$ cat config.mk
export PLATFORM = sky130hd
export DESIGN_NAME = trainerror_entry_ctrl
export DESIGN_NICKNAME = d
export VERILOG_FILES = /design/src/rtl/trainerror_pkg.sv /design/src/rtl/ltsm_timeout_counter.sv /design/src/rtl/trainerror_entry_ctrl.sv
export SDC_FILE = /design/constraint.sdc
export NUM_CORES = 1
export LEC_CHECK = 0
export ABC_AREA = 1
export BUFFER_PORTS_ARGS = -buffer_cell sky130_fd_sc_hd__buf_2
export CAP_MARGIN = 5
export CORE_ASPECT_RATIO = 1.25
export CORE_MARGIN = 8
export CORE_UTILIZATION = 50
export DETAILED_ROUTE_END_ITERATION = 16
export GPL_TIMING_DRIVEN = 0
export MAX_ROUTING_LAYER = met4
export PLACE_DENSITY = 0.77
export SYNTH_ARGS = -nofsm -noshare
export SYNTH_HDL_FRONTEND = slang
export SYNTH_SLANG_ARGS = --single-unit
$ cat constraint.sdc
create_clock -name i_clk -period 2 [get_ports i_clk]
set_clock_uncertainty 0.15 [all_clocks]
set_input_delay 0 -clock i_clk [delete_from_list [all_inputs] [get_ports i_clk]]
set_output_delay 0 -clock i_clk [all_outputs]
set_load 0.02 [all_outputs]
$ cat src/rtl/trainerror_pkg.sv
// rtl/trainerror_pkg.sv - shared TRAINERROR states, sideband message codes and cause encodings
package trainerror_pkg;

  typedef enum logic [1:0] {
    ST_MONITOR   = 2'd0,
    ST_HANDSHAKE = 2'd1,
    ST_RESIDE    = 2'd2,
    ST_RESET_REQ = 2'd3
  } te_state_e;

  // Decoded sideband codes, shared with the TRAINERROR handshake wrapper
  localparam int TRAINERROR_entry_req_msg  = 14;
  localparam int TRAINERROR_entry_resp_msg = 15;

  typedef enum logic [1:0] {
    CAUSE_NONE    = 2'd0,
    CAUSE_TIMEOUT = 2'd1,
    CAUSE_LOCAL   = 2'd2,
    CAUSE_PARTNER = 2'd3
  } te_cause_e;

endpackage

$ cat src/rtl/ltsm_timeout_counter.sv
// rtl/ltsm_timeout_counter.sv - saturating cycle counter with clear, enable and terminal flag
module ltsm_timeout_counter #(
  parameter int CNT_WIDTH = 20,
  parameter int LIMIT     = 799999
) (
  input  logic                 clk,
  input  logic                 rst,
  input  logic                 clear,
  input  logic                 enable,
  output logic [CNT_WIDTH-1:0] count,
  output logic                 terminal
);

  localparam logic [CNT_WIDTH-1:0] CNT_MAX = '1;
  localparam logic [CNT_WIDTH-1:0] CNT_ONE = CNT_WIDTH'(1);
  localparam logic [CNT_WIDTH-1:0] LIMIT_V = CNT_WIDTH'(LIMIT);

  // Clear has priority; counting stops at all-ones instead of wrapping
  always_ff @(posedge clk) begin
    if (rst || clear) begin
      count <= '0;
    end else if (enable && (count != CNT_MAX)) begin
      count <= count + CNT_ONE;
    end
  end

  assign terminal = (count == LIMIT_V);

endmodule

$ cat src/rtl/trainerror_entry_ctrl.sv
// rtl/trainerror_entry_ctrl.sv - detects TRAINERROR entry conditions and sequences handshake, residency and reset request
module trainerror_entry_ctrl
  import trainerror_pkg::*;
#(
  parameter int SB_MSG_WIDTH   = 4,
  parameter int TIMEOUT_CYCLES = 800000,
  parameter int CNT_WIDTH      = 20,
  parameter int MIN_RESIDENCY  = 16
) (
  input  logic                    i_clk,
  input  logic                    i_rst,
  input  logic                    i_state_active,
  input  logic                    i_state_change,
  input  logic                    i_local_error,
  input  logic [SB_MSG_WIDTH-1:0] i_decoded_SB_msg,
  input  logic                    i_TRAINERROR_HS_end,
  output logic                    o_trainerror_en,
  output logic                    o_in_trainerror,
  output logic                    o_reset_req,
  output logic [1:0]              o_error_cause
);

  localparam logic [CNT_WIDTH-1:0]    TO_LAST  = CNT_WIDTH'(TIMEOUT_CYCLES - 1);
  localparam logic [CNT_WIDTH-1:0]    RES_LAST = CNT_WIDTH'(MIN_RESIDENCY - 1);
  localparam logic [SB_MSG_WIDTH-1:0] REQ_MSG  = SB_MSG_WIDTH'(TRAINERROR_entry_req_msg);

  te_state_e             state, state_next;
  te_cause_e             cause, cause_next;
  logic [CNT_WIDTH-1:0]  st_cnt, hs_cnt;
  logic                  st_term, hs_term;
  logic                  partner_err, timeout_err, hs_exit;

  // Timer only runs in MONITOR; it freezes at the limit so it can never run on
  ltsm_timeout_counter #(.CNT_WIDTH(CNT_WIDTH), .LIMIT(TIMEOUT_CYCLES - 1)) u_state_timer (
    .clk      (i_clk),
    .rst      (i_rst),
    .clear    ((state != ST_MONITOR) || i_state_change || !i_state_active),
    .enable   (!st_term),
    .count    (st_cnt),
    .terminal (st_term)
  );

  // Shared between handshake timeout and residency; restarted on the HANDSHAKE->RESIDE hop
  ltsm_timeout_counter #(.CNT_WIDTH(CNT_WIDTH), .LIMIT(TIMEOUT_CYCLES - 1)) u_hs_timer (
    .clk      (i_clk),
    .rst      (i_rst),
    .clear    ((state == ST_MONITOR) || (state == ST_RESET_REQ) ||
               ((state == ST_HANDSHAKE) && hs_exit)),
    .enable   ((state == ST_HANDSHAKE) || (state == ST_RESIDE)),
    .count    (hs_cnt),
    .terminal (hs_term)
  );

  // Timeout is judged on the pre-clear timer value, so it beats a coincident state change
  assign timeout_err = i_state_active && (st_cnt == TO_LAST);
  assign partner_err = (i_decoded_SB_msg == REQ_MSG);
  assign hs_exit     = i_TRAINERROR_HS_end || hs_term;

  // State, cause and registered outputs follow the next-state decode
  always_ff @(posedge i_clk) begin
    if (i_rst) begin
      state           <= ST_MONITOR;
      cause           <= CAUSE_NONE;
      o_trainerror_en <= 1'b0;
      o_in_trainerror <= 1'b0;
      o_reset_req     <= 1'b0;
    end else begin
      state           <= state_next;
      cause           <= cause_next;
      o_trainerror_en <= (state_next == ST_HANDSHAKE);
      o_in_trainerror <= (state_next != ST_MONITOR);
      o_reset_req     <= (state_next == ST_RESET_REQ);
    end
  end

  // Next-state and cause selection; partner > local > timeout
  always_comb begin
    state_next = state;
    cause_next = cause;
    case (state)
      ST_MONITOR: begin
        if (partner_err) begin
          state_next = ST_HANDSHAKE;
          cause_next = CAUSE_PARTNER;
        end else if (i_local_error) begin
          state_next = ST_HANDSHAKE;
          cause_next = CAUSE_LOCAL;
        end else if (timeout_err) begin
          state_next = ST_HANDSHAKE;
          cause_next = CAUSE_TIMEOUT;
        end
      end
      ST_HANDSHAKE: begin
        if (hs_exit) begin
          state_next = ST_RESIDE;
        end
      end
      ST_RESIDE: begin
        if (hs_cnt == RES_LAST) begin
          state_next = ST_RESET_REQ;
        end
      end
      ST_RESET_REQ: begin
        state_next = ST_MONITOR;
        cause_next = CAUSE_NONE;
      end
      default: begin
        state_next = ST_MONITOR;
        cause_next = CAUSE_NONE;
      end
    endcase
  end

  assign o_error_cause = cause;

endmodule
==> out/qor.yml <==
status: "finished, final reports clean"
synth_area_leaders: "dfxtp_1 33%, nand2_1 16%, nor2_1 7.6%"
cp_cell_sequence: "ha_4, nand3_2, nor3_4, nand3_2, nand2_2, buf_6, nand2_2, a21oi_2"
maxCapViolations: 0
synth_nets: 455
peakVddDrop_mv: 0.3895
crit_path_max_incr_delay_ns: 0.44
grt_max_degree: 15
critPathLaunchType: "flip-flop"
crit_arrival_ns: 1.94
utilization_pct: 57.42
port_buffers: 14
gp_congestion: 0.9110
hold_viol: 0
via_per_inst: 5.045
syn2layout_area_growth_pct: 13.34
p_leak_nw: 1.347
hold_class: "in -> reg"
rows: 31
synth.largest_area_cell: "dfxtp_1"
drt_pass1_iterations: 4
antenna_found_initial: 0
r2r_end: "u_state_timer.count[1]$_SDFFE_PP0P_"
antenna_cells: 0
cp_slowest_cell: "dfxtp_1"
syn_area_um2: 2869
synth.most_common_cell: "nand2_1"
pre_cts_slack_ns: -0.1441
startpoint: "u_state_timer.count[1]$_SDFFE_PP0P_"
grt_pass1_vias: 2774
reg2reg_slack_ns: 0.15
netlist.area_leader.share_pct: 32.80
grt_pass1_wl_um: 11600
power.switching_mw: 0.4824
dp.cells: 518
wl_per_cell_um: 12.11
clk_latency_ns: 0.30
synth-seq-cells: 47
die-area_um2: 8433
fp.dieW_um: 83.75
via_count: 2679
rsz0062_at_grt: "no"
seqPwrFrac_pct: 47.7
synthTopCellsByCount: "124 x nand2_1, 58 x nor2_1, 51 x inv_1"
stdcell_count: 531
nets: 481
cts_tree: "built"
drive_gt1_share_pct: 12.04
drc: 0
numCtsBuffers: 5
worst_hold_slack_ns: 0.03128
seq_area_um2: 947.2
finalCriticalPeriod_ns: 1.854
comb_power_share_pct: 12.1
clock_path_buffers: 2
cts_max_level: 2
pwr-share-clk_pct: 40.2
grtUsageTotal_pct: 16.67
multi_input_area_um2: 1683
critPathKind: "reg -> reg"
drv_slew: 0
cts_root_buffer: "clkbuf_8"
whs_endpoint: "state[0]$_SDFF_PP0_"
initial_core_util_pct: 50.66
antenna_left: 0
synth-edff-count: 0
cp_max_fo: 10
coreArea_um2: 5663
syn_inst: 438
setup_viol: 0
max-slew-margin-rel_pct: 76.97
routed_wl_um: 6431
ios: 15
worstHoldStart: "i_TRAINERROR_HS_end"
ys_seq_area_share_pct: 32.80
cp-end-kind: "flip-flop"
synth_ff_type: "dfxtp_1"
fill_cells: 556
async_flop_share_pct: 0
finalPower_mw: 2.029
path_clk_slew_ns: 0.09
drt_iter0_drc: 139
worst_ep_required_time_ns: 2.08
cts_sinks: 47
synth.avg_cell_area_um2: 6.550
die_h_um: 100.7
hpwl_um: 4867
worst_slack_ns: 0.1462
synth_warnings: 0
whs_path_depth: 6
period_share_pct: 92.69
power.internal_mw: 1.547
switching_share_pct: 23.77
fmax_mhz: 539.4
grt-ovfl-total: 0
reg2reg_depth: 8
tightest_slew_ns: 0.3454
synthDistinctLibCells: 30
rr_startpoint: "u_state_timer.count[1]$_SDFFE_PP0P_"
p_per_area_nw_per_um2: 624.0
[routing by layer]
| layer | GRT usage (%) | wire, µm | vias up |
|---|---|---|---|
| met2 | 31.65 | 3411 | 27 |
| met4 | 7.057 | 184 | 0 |
| met3 | 2.346 | 127 | 14 |
| met5 | - | 0 | - |
| met1 | 16.54 | 2707 | 1206 |
| li1 | - | - | 1432 |
[worst max-delay path by stage]
stage                                                      to  slack (ns)  cells after the start
final                     u_state_timer.count[1]$_SDFFE_PP0P_        0.15                      8
after global routing         u_hs_timer.count[1]$_SDFFE_PP0P_       0.004                      9
after CTS                 u_state_timer.count[1]$_SDFFE_PP0P_        0.03                      8
after detailed placement    u_hs_timer.count[11]$_SDFFE_PP0P_       -0.14                      9
after global placement      u_hs_timer.count[10]$_SDFFE_PP0P_       -0.12                      9
after floorplan           u_state_timer.count[1]$_SDFFE_PP0P_        0.23                      8
[kinds of logic after synthesis]
family,after synthesis,share of synthesized area [%]
AND/OR/NAND/NOR,256,39.29
flip-flops,47,32.80
buffers and inverters,63,9.769
AO/OA/AOI/OAI,38,6.847
XOR/XNOR,27,8.242
adder cells (fa/ha/maj),7,3.053
[worst max-delay path: cells and delay by family (launching register included)]
kind | cells | cell delay (ns)
buf+inv | 1 | 0.14
simple gates | 5 | 0.73
flops | 1 | 0.44
compound gates | 1 | 0.12
fa+ha+maj | 1 | 0.21
[layout make-up]
class	instances	share of cell area, %
multi-input cells	328	51.75
flip-flops and latches	47	29.13
inverters	53	6.118
repair buffers	20	3.925
well taps	66	2.539
plain buffers	9	2.462
clock buffers	6	2.232
clock inverters	2	1.847
[power by group through the flow]
stage | Sequential (mW) | Clock [mW] | Combinational, mW
floorplan | 1.00 | 0 | 0.156
global placement | 0.988 | 0 | 0.233
detailed placement | 0.989 | 0 | 0.238
CTS | 0.968 | 0.839 | 0.246
global route | 0.972 | 0.870 | 0.276
finish | 0.969 | 0.815 | 0.245
[flip-flops by register name (all words and copies together) (netlist names)]
signal,flops
u_hs_timer.count,20
u_state_timer.count,20
o_reset_req,1
state,2
o_trainerror_en,1
o_in_trainerror,1
o_error_cause,2
[timing repair]
action | 4_1_cts | 5_1_grt
pin swaps | 1 | 1
hold endpoints to repair | 7 | 0
hold buffers | 5 | 0
cloned | 0 | 0
endpoints found under the setup margin | 43 | 42
setup buffers | 1 | 0
resized for setup | 6 | 8
[through the flow]
stage          setup TNS [ns]  instance area, µm²
3_3_place_gp           -2.367                3022
4_1_cts                     0                3223
3_5_place_dp           -3.236                3022
5_1_grt                     0                3252
6_report                    0                3252
2_1_floorplan               0                2869
[cell usage in the layout, fill, tap and decap left out, drive strengths merged, types with 3 or more instances in the layout]
| cell | instances |
|---|---|
| nand2 | 129 |
| nor2 | 60 |
| inv | 53 |
| dfxtp | 47 |
| nand3 | 38 |
| a21oi | 29 |
| buf | 22 |
| xor2 | 16 |
| nor3 | 13 |
| xnor2 | 11 |
| nand4 | 9 |
| clkbuf | 8 |
| o21ai | 7 |
| ha | 7 |
| dlygate4sd3 | 5 |
| nand3b | 3 |
Power figures use the tool's default switching activity.
